<file path="config.mk">
export PLATFORM = sky130hd
export DESIGN_NAME = ieee80211_punct_encoder
export DESIGN_NICKNAME = d
export VERILOG_FILES = /design/src/rtl/ieee80211_punct_encoder.sv
export SDC_FILE = /design/constraint.sdc
export NUM_CORES = 1
export LEC_CHECK = 0
export CAP_MARGIN = 20
export CORE_UTILIZATION = 32
export CTS_BUF_LIST = sky130_fd_sc_hd__clkbuf_16
export CTS_CLUSTER_DIAMETER = 50
export DETAILED_ROUTE_END_ITERATION = 6
export GPL_TIMING_DRIVEN = 1
export PLACE_DENSITY = 0.59
export SLEW_MARGIN = 20
export SYNTH_ARGS = -nofsm -noshare
export SYNTH_HDL_FRONTEND = slang
export SYNTH_SLANG_ARGS = --single-unit
</file>
<file path="constraint.sdc">
create_clock -name aclk -period 2.5 [get_ports aclk]
set_input_delay 0.625 -clock aclk [delete_from_list [all_inputs] [get_ports aclk]]
set_output_delay 0.625 -clock aclk [all_outputs]
set_load 0.02 [all_outputs]
</file>
<file path="src/rtl/ieee80211_punct_encoder.sv">
// rtl/ieee80211_punct_encoder.sv - K=7 convolutional encoder with per-frame puncturing to 1/2, 2/3, 3/4
module ieee80211_punct_encoder #(
  parameter int         WIDTH = 24,
  parameter logic [6:0] G0    = 7'o133,
  parameter logic [6:0] G1    = 7'o171
) (
  input  logic                 aclk,
  input  logic                 aresetn,
  input  logic [WIDTH-1:0]     s_axis_tdata,
  input  logic                 s_axis_tvalid,
  output logic                 s_axis_tready,
  input  logic                 s_axis_tlast,
  input  logic [3:0]           s_axis_tuser,
  output logic [2*WIDTH-1:0]   m_axis_tdata,
  output logic                 m_axis_tvalid,
  input  logic                 m_axis_tready,
  output logic                 m_axis_tlast,
  output logic [3:0]           m_axis_tuser
);

  localparam int OW = 2 * WIDTH;

  if (WIDTH % 6 != 0) begin : g_bad_width
    $error("WIDTH must be a multiple of 6");
  end

  // Generator bit (6-k) taps delay k; reverse so bit k of the mask taps delay k.
  localparam logic [6:0] G0_TAPS = {G0[0], G0[1], G0[2], G0[3], G0[4], G0[5], G0[6]};
  localparam logic [6:0] G1_TAPS = {G1[0], G1[1], G1[2], G1[3], G1[4], G1[5], G1[6]};

  logic [5:0]         enc_s;
  logic [1:0]         rate_q;
  logic               frame_start_q;
  logic [1:0]         raw_rate;
  logic [1:0]         cur_rate;
  logic               in_fire;
  logic [WIDTH-1:0]   enc_a;
  logic [WIDTH-1:0]   enc_b;
  logic [WIDTH:0][5:0] chain;
  logic [OW-1:0]      packed_bits;

  assign s_axis_tready = !m_axis_tvalid || m_axis_tready;
  assign in_fire       = s_axis_tvalid && s_axis_tready;

  assign raw_rate = frame_start_q ? s_axis_tuser[1:0] : rate_q;
  assign cur_rate = (raw_rate == 2'd3) ? 2'd0 : raw_rate;

  assign chain[0] = enc_s;

  for (genvar i = 0; i < WIDTH; i++) begin : g_bit
    logic [6:0] win;
    assign win          = {chain[i], s_axis_tdata[i]};
    assign enc_a[i]     = ^(win & G0_TAPS);
    assign enc_b[i]     = ^(win & G1_TAPS);
    assign chain[i + 1] = {chain[i][4:0], s_axis_tdata[i]};
  end

  always_comb begin
    packed_bits = '0;
    case (cur_rate)
      2'd1: begin
        for (int j = 0; j < WIDTH / 2; j++) begin
          packed_bits[3*j]     = enc_a[2*j];
          packed_bits[3*j + 1] = enc_b[2*j];
          packed_bits[3*j + 2] = enc_a[2*j + 1];
        end
      end
      2'd2: begin
        for (int t = 0; t < WIDTH / 3; t++) begin
          packed_bits[4*t]     = enc_a[3*t];
          packed_bits[4*t + 1] = enc_b[3*t];
          packed_bits[4*t + 2] = enc_a[3*t + 1];
          packed_bits[4*t + 3] = enc_b[3*t + 2];
        end
      end
      default: begin
        for (int i = 0; i < WIDTH; i++) begin
          packed_bits[2*i]     = enc_a[i];
          packed_bits[2*i + 1] = enc_b[i];
        end
      end
    endcase
  end

  always_ff @(posedge aclk) begin
    if (!aresetn) begin
      m_axis_tvalid <= 1'b0;
      m_axis_tdata  <= '0;
      m_axis_tlast  <= 1'b0;
      m_axis_tuser  <= '0;
      enc_s         <= '0;
      rate_q        <= 2'd0;
      frame_start_q <= 1'b1;
    end else if (in_fire) begin
      m_axis_tvalid <= 1'b1;
      m_axis_tdata  <= packed_bits;
      m_axis_tlast  <= s_axis_tlast;
      m_axis_tuser  <= {s_axis_tuser[3:2], cur_rate};
      // tlast flushes the trellis so the next frame starts from the zero state
      enc_s         <= s_axis_tlast ? 6'd0 : chain[WIDTH];
      rate_q        <= cur_rate;
      frame_start_q <= s_axis_tlast;
    end else if (m_axis_tready) begin
      m_axis_tvalid <= 1'b0;
    end
  end

endmodule

</file>
# Word-level counts from Yosys, hierarchy flattened
# Index checks and enable logic that the tools add are counted.
[op_classes] n_addsub=0 n_mul=0 div=0 magnitude_cmp=0 n_eq_ne=3 n_shift=0 mux=8 bitwise_logic=0 reduce_logical=53
[op_table] op="$reduce_xor A7 Y1" n=48
[op_table] op="$pmux W32 S2" n=1
[op_table] op="$mux W12" n=1
[op_table] op="$pmux W4 S2" n=1
[op_table] op="$mux W6" n=1
[op_table] op="$eq A2 B2 Y1 const B" n=2
[op_table] op="$mux W2" n=2
[op_table] op="$eq A2 B1 Y1 const B" n=1
[op_table] op="$mux W1" n=2
[op_table] op="$reduce_bool A2 Y1" n=1
[op_table] op="$reduce_or A2 Y1" n=1
[op_table] op="$logic_and A1 B1 Y1" n=1
[op_table] op="$logic_not A1 Y1" n=1
[op_table] op="$logic_or A1 B1 Y1" n=1
[totals] regBits=63 latchBits=0 mem_bits_rw=0 mem_bits_ro=0 input_bits=33 out_inout_bits=55 word_cells=71 n_memories=0

# Logic depth before layout (Yosys ltp)
[logic_depth] depth_word=6 depth_mapped=9 mapped_depth_nobuf=6

# Least setup slack after synthesis
# OpenSTA, ideal clock, no wires.
[synth_timing] kind="input port to flip-flop" start="input port s_axis_tuser[0]" end="register m_axis_tdata[24]" setup_ps=69 arrival_ps=2217 t_required_ps=2431 path_slack_ps=214 stages=9 path_buffers=3 cell_sequence="mux2i_1 inv_1 ha_1 clkbuf_1 and4_1 buf_2 buf_1 a22oi_1 o21ai_1"
[synth_via] elab_chain_len=5 elab_cells_between_ends=6 cone_classes="3 x eq/ne; 3 x mux"
[synth_lines] element="start, declared" line="13" text="input logic [3:0] s_axis_tuser,"
[synth_lines] element="$mux W2 (*)" line="45" text="assign raw_rate = frame_start_q ? s_axis_tuser[1:0] : rate_q;"
[synth_lines] element="$eq A2 B2 Y1" line="46" text="assign cur_rate = (raw_rate == 2'd3) ? 2'd0 : raw_rate;"
[synth_lines] element="$mux W2 (*)" line="46"
[synth_lines] element="$eq A2 B2 Y1 or $eq A2 B1 Y1 (tied branches)" line="60" text="case (cur_rate)"
[synth_lines] element="$pmux W32 S2 (*)" line="60"
[synth_lines] element="end signal, assigned" line="96" text="m_axis_tdata <= packed_bits;"
[synth_lines] element="end, declared" line="14" text="output logic [2*WIDTH-1:0] m_axis_tdata,"
# Mark *: on every way between the ends. The rest lies on a longest branch, timed or not.
# A chain may end at the register's enable or synchronous reset.

# Worst setup path after layout
[layout_timing] start="input port m_axis_tready" end="output port s_axis_tready"
[layout_via] elab_chain_len=1
[layout_lines] element="start, declared" line="16" text="input logic m_axis_tready,"
[layout_lines] element="$logic_or A1 B1 Y1" line="42" text="assign s_axis_tready = !m_axis_tvalid || m_axis_tready;"
[layout_lines] element="end, declared" line="11" text="output logic s_axis_tready,"
# No other way between the ends.

==> impl_results.md <==
* Status: finished with violations
* Failing checks: DRC
* Ys flop type: dfxtp_1
* Multi-input logic area at approximately 2500 sq um
* Die Footprint at 12500 sq um
* Clock buffer depth at 2
* Total I/O pin count at 88
* Mapped Cells at 391
* Fill cell count at between 1000 and 1500
* Detailed placement HPWL at 8.27 mm
* Die X at 112 um
* Synth async-reset ratio at 0
* Critical path origin: m_axis_tready
* Drt drc at 4
* Detailed-route via count at 3346
* Final setup margin at 90.8 ps
* Peak supply drop at slightly above 0.3 mV
* Worst R2R Path Depth at 7
* Slew Viols, Final at 0
* Synth warn at 0
* Post-DRT Antenna Nets at 0
* Min-delay worst type: reg2reg
* Wire length per cell at 17.5 um
* Clk Latency, worst-skew pair at 330 ps
* Placeable core area at ~12000 sq um
* Synth Area in Adders at 0.00646
* FF+latch area at 1220 sq um
* Final Hold Vio Count at 0
* CP Launch Type: primary input
* Clock transition at path regs at 50 ps
* Setup Fix Bufs, Post-CTS at 0
* Routability cong. at just over 0.8
* CTS tree: yes
* Max Cap Viol at 0
* Total gr overflow at 0
* Slew headroom at 0.682
* Leading cell type in the layout, fill and taps excluded: clkdlybuf4s50_1
* NumNets Final at around 530
* Worst hold path cell count at 2
* Final setup TNS at 0 ps
* Critical Path End Type: primary output
* Final period utilization at 0.964
* Worst slew pin tran at 474 ps
* CP Data Arrival Time at 1780 ps
* Die H at 112 um
* Hold Crit Start: m_axis_tdata[1]$_SDFFE_PN0P_
* Layout cell share with drive strength beyond 1 at 0.133
* Clk_skew at 6.13 ps
* Vias/cell at ~5.2
* Register area share after synthesis at 0.315
* Unrepaired setup endpoints after global routing: false
* Final setup fails at 0
* Post-Place Setup Slack at -29.3 ps
* Synth-to-layout area growth at 40.0%
* Post-Synth XOR/XNOR Area at 0.350
* Fmax at 0.415 GHz
* Post-synth EDFFs at 0
* Commonest cells after routing, fill and taps aside: 87 x clkdlybuf4s50_1, 62 x a22oi_1, 61 x dfxtp_1
* Worst r2r src: frame_start_q$_SDFFE_PN1P_
* 1st-iter DRT viols at 138
* # rows at 39
* Yosys cell types at 34
* Leakage at 2.23 nW
* Post-route minimum period at between 2000 and 2500 ps
* Initial core utilization at 0.334
* Post-CTS sizing at 0
* I/O Buffers at 87
* CTS root buf: clkbuf_16
* Largest net degree at the start of global routing at 32
* Critical path required time at 1880 ps
* Mux contribution to synthesized area at 0.00517
* Hold-fix buffers, CTS at 0
* Crit-path max FO at 2
* Pwr Total at ~0.0036 W
* Initial antenna violation count at 0
* Main combinational cell family by area after synthesis: XOR/XNOR gates
* CTS Buf Count at 9
* WS Path Type: in2out
* Syn_nets at 426
* First-pass GRT wire length at 18.0 mm
* Vias in the first global route at 3412
* N_diodes at 0
* Gr usage total at 0.185
* Avg Inst Size Synth at 9.91 sq um
* H-Tree Depth at 3
* Clk sinks at 61
* Post-synthesis register bit count at between 60 and 70
* Routed WL at 11.3 mm
* Post-Syn Area at 3870 sq um
* Post-Synth Simple-Gate Area at 0.0649
* Pwr dens at roughly 660 nW/um^2
* Drt first pass iters at 7
* Synth Area in Compound Gates at 0.208
final cells by class:
class	instances	share of cell area
Sequential cell	61	0.225
Inverter	6	0.00415
Timing Repair Buffer	136	0.235
Clock inverter	7	0.00623
Tap cell	143	0.0330
Clock buffer	9	0.0415
Multi-Input combinational cell	283	0.454
report_power, final:
group	total, W	switching (W)	leakage [nW]	internal, W
clock network	0.00111	0.000452	0.131	0.000654
registers	0.00114	0.0000660	0.500	0.00108
logic	0.00133	0.000655	1.60	0.000672
total	0.00357	0.00117	2.23	0.00240
worst max-delay path: stages:
cell             delay (ps)
clkdlybuf4s50_1         440
nand2b_1                110
clkdlybuf4s50_1         600
cell usage after synthesis (7+ instances only):
| master | instances | area, sq um |
|---|---|---|
| nor2_1 | 14 | 52.6 |
| a21oi_1 | 16 | 80.1 |
| a22oi_1 | 62 | 465 |
| clkbuf_1 | 26 | 97.6 |
| xor2_1 | 27 | 236 |
| xor3_1 | 7 | 166 |
| xnor3_1 | 25 | 563 |
| buf_2 | 12 | 60.1 |
| xnor2_1 | 41 | 359 |
| o21ai_1 | 27 | 135 |
| nand2_1 | 28 | 105 |
| dfxtp_1 | 61 | 1220 |
metal layers:
layer | GRT usage | vias up | part of all wire
met1 | 0.247 | 1613 | 0.47
met4 | 0.0560 | 0 | 0.013
met5 | 0 | - | 0
met2 | 0.294 | 109 | 0.46
met3 | 0.0470 | 12 | 0.058
li1 | - | 1612 | -
final timing paths:
check,slack (ps),end
worst max-delay path,90,s_axis_tready
worst min-delay path,460,m_axis_tdata[1]$_SDFFE_PN0P_
worst max register to register,530,m_axis_tdata[24]$_SDFFE_PN0P_
worst min register to register,460,m_axis_tdata[1]$_SDFFE_PN0P_
through the flow:
step,util,hold slack (ps),cells,area [sq um]
5_1_grt,0.467,481,645,5420
3_3_place_gp,0.445,445,629,5160
6_report,0.467,456,645,5420
4_1_cts,0.467,462,645,5420
3_5_place_dp,0.445,450,629,5160
2_1_floorplan,-,444,391,3870
state kept, by name, summed over array words and instances, names as in the netlist:
register,count
m_axis_tdata,48
m_axis_tlast,1
rate_q,1
m_axis_tvalid,1
enc_s,6
m_axis_tuser,3
frame_start_q,1
kinds of logic (layout without fill, tap and decap cells):
group,after synthesis,count (layout)
compound gates,121,121
xor+xnor,102,102
flops,61,61
simple gates,56,56
buf+inv,47,158
fa+ha+maj,2,2
mux,2,2
No activity file was read; power rests on OpenSTA's default activity.
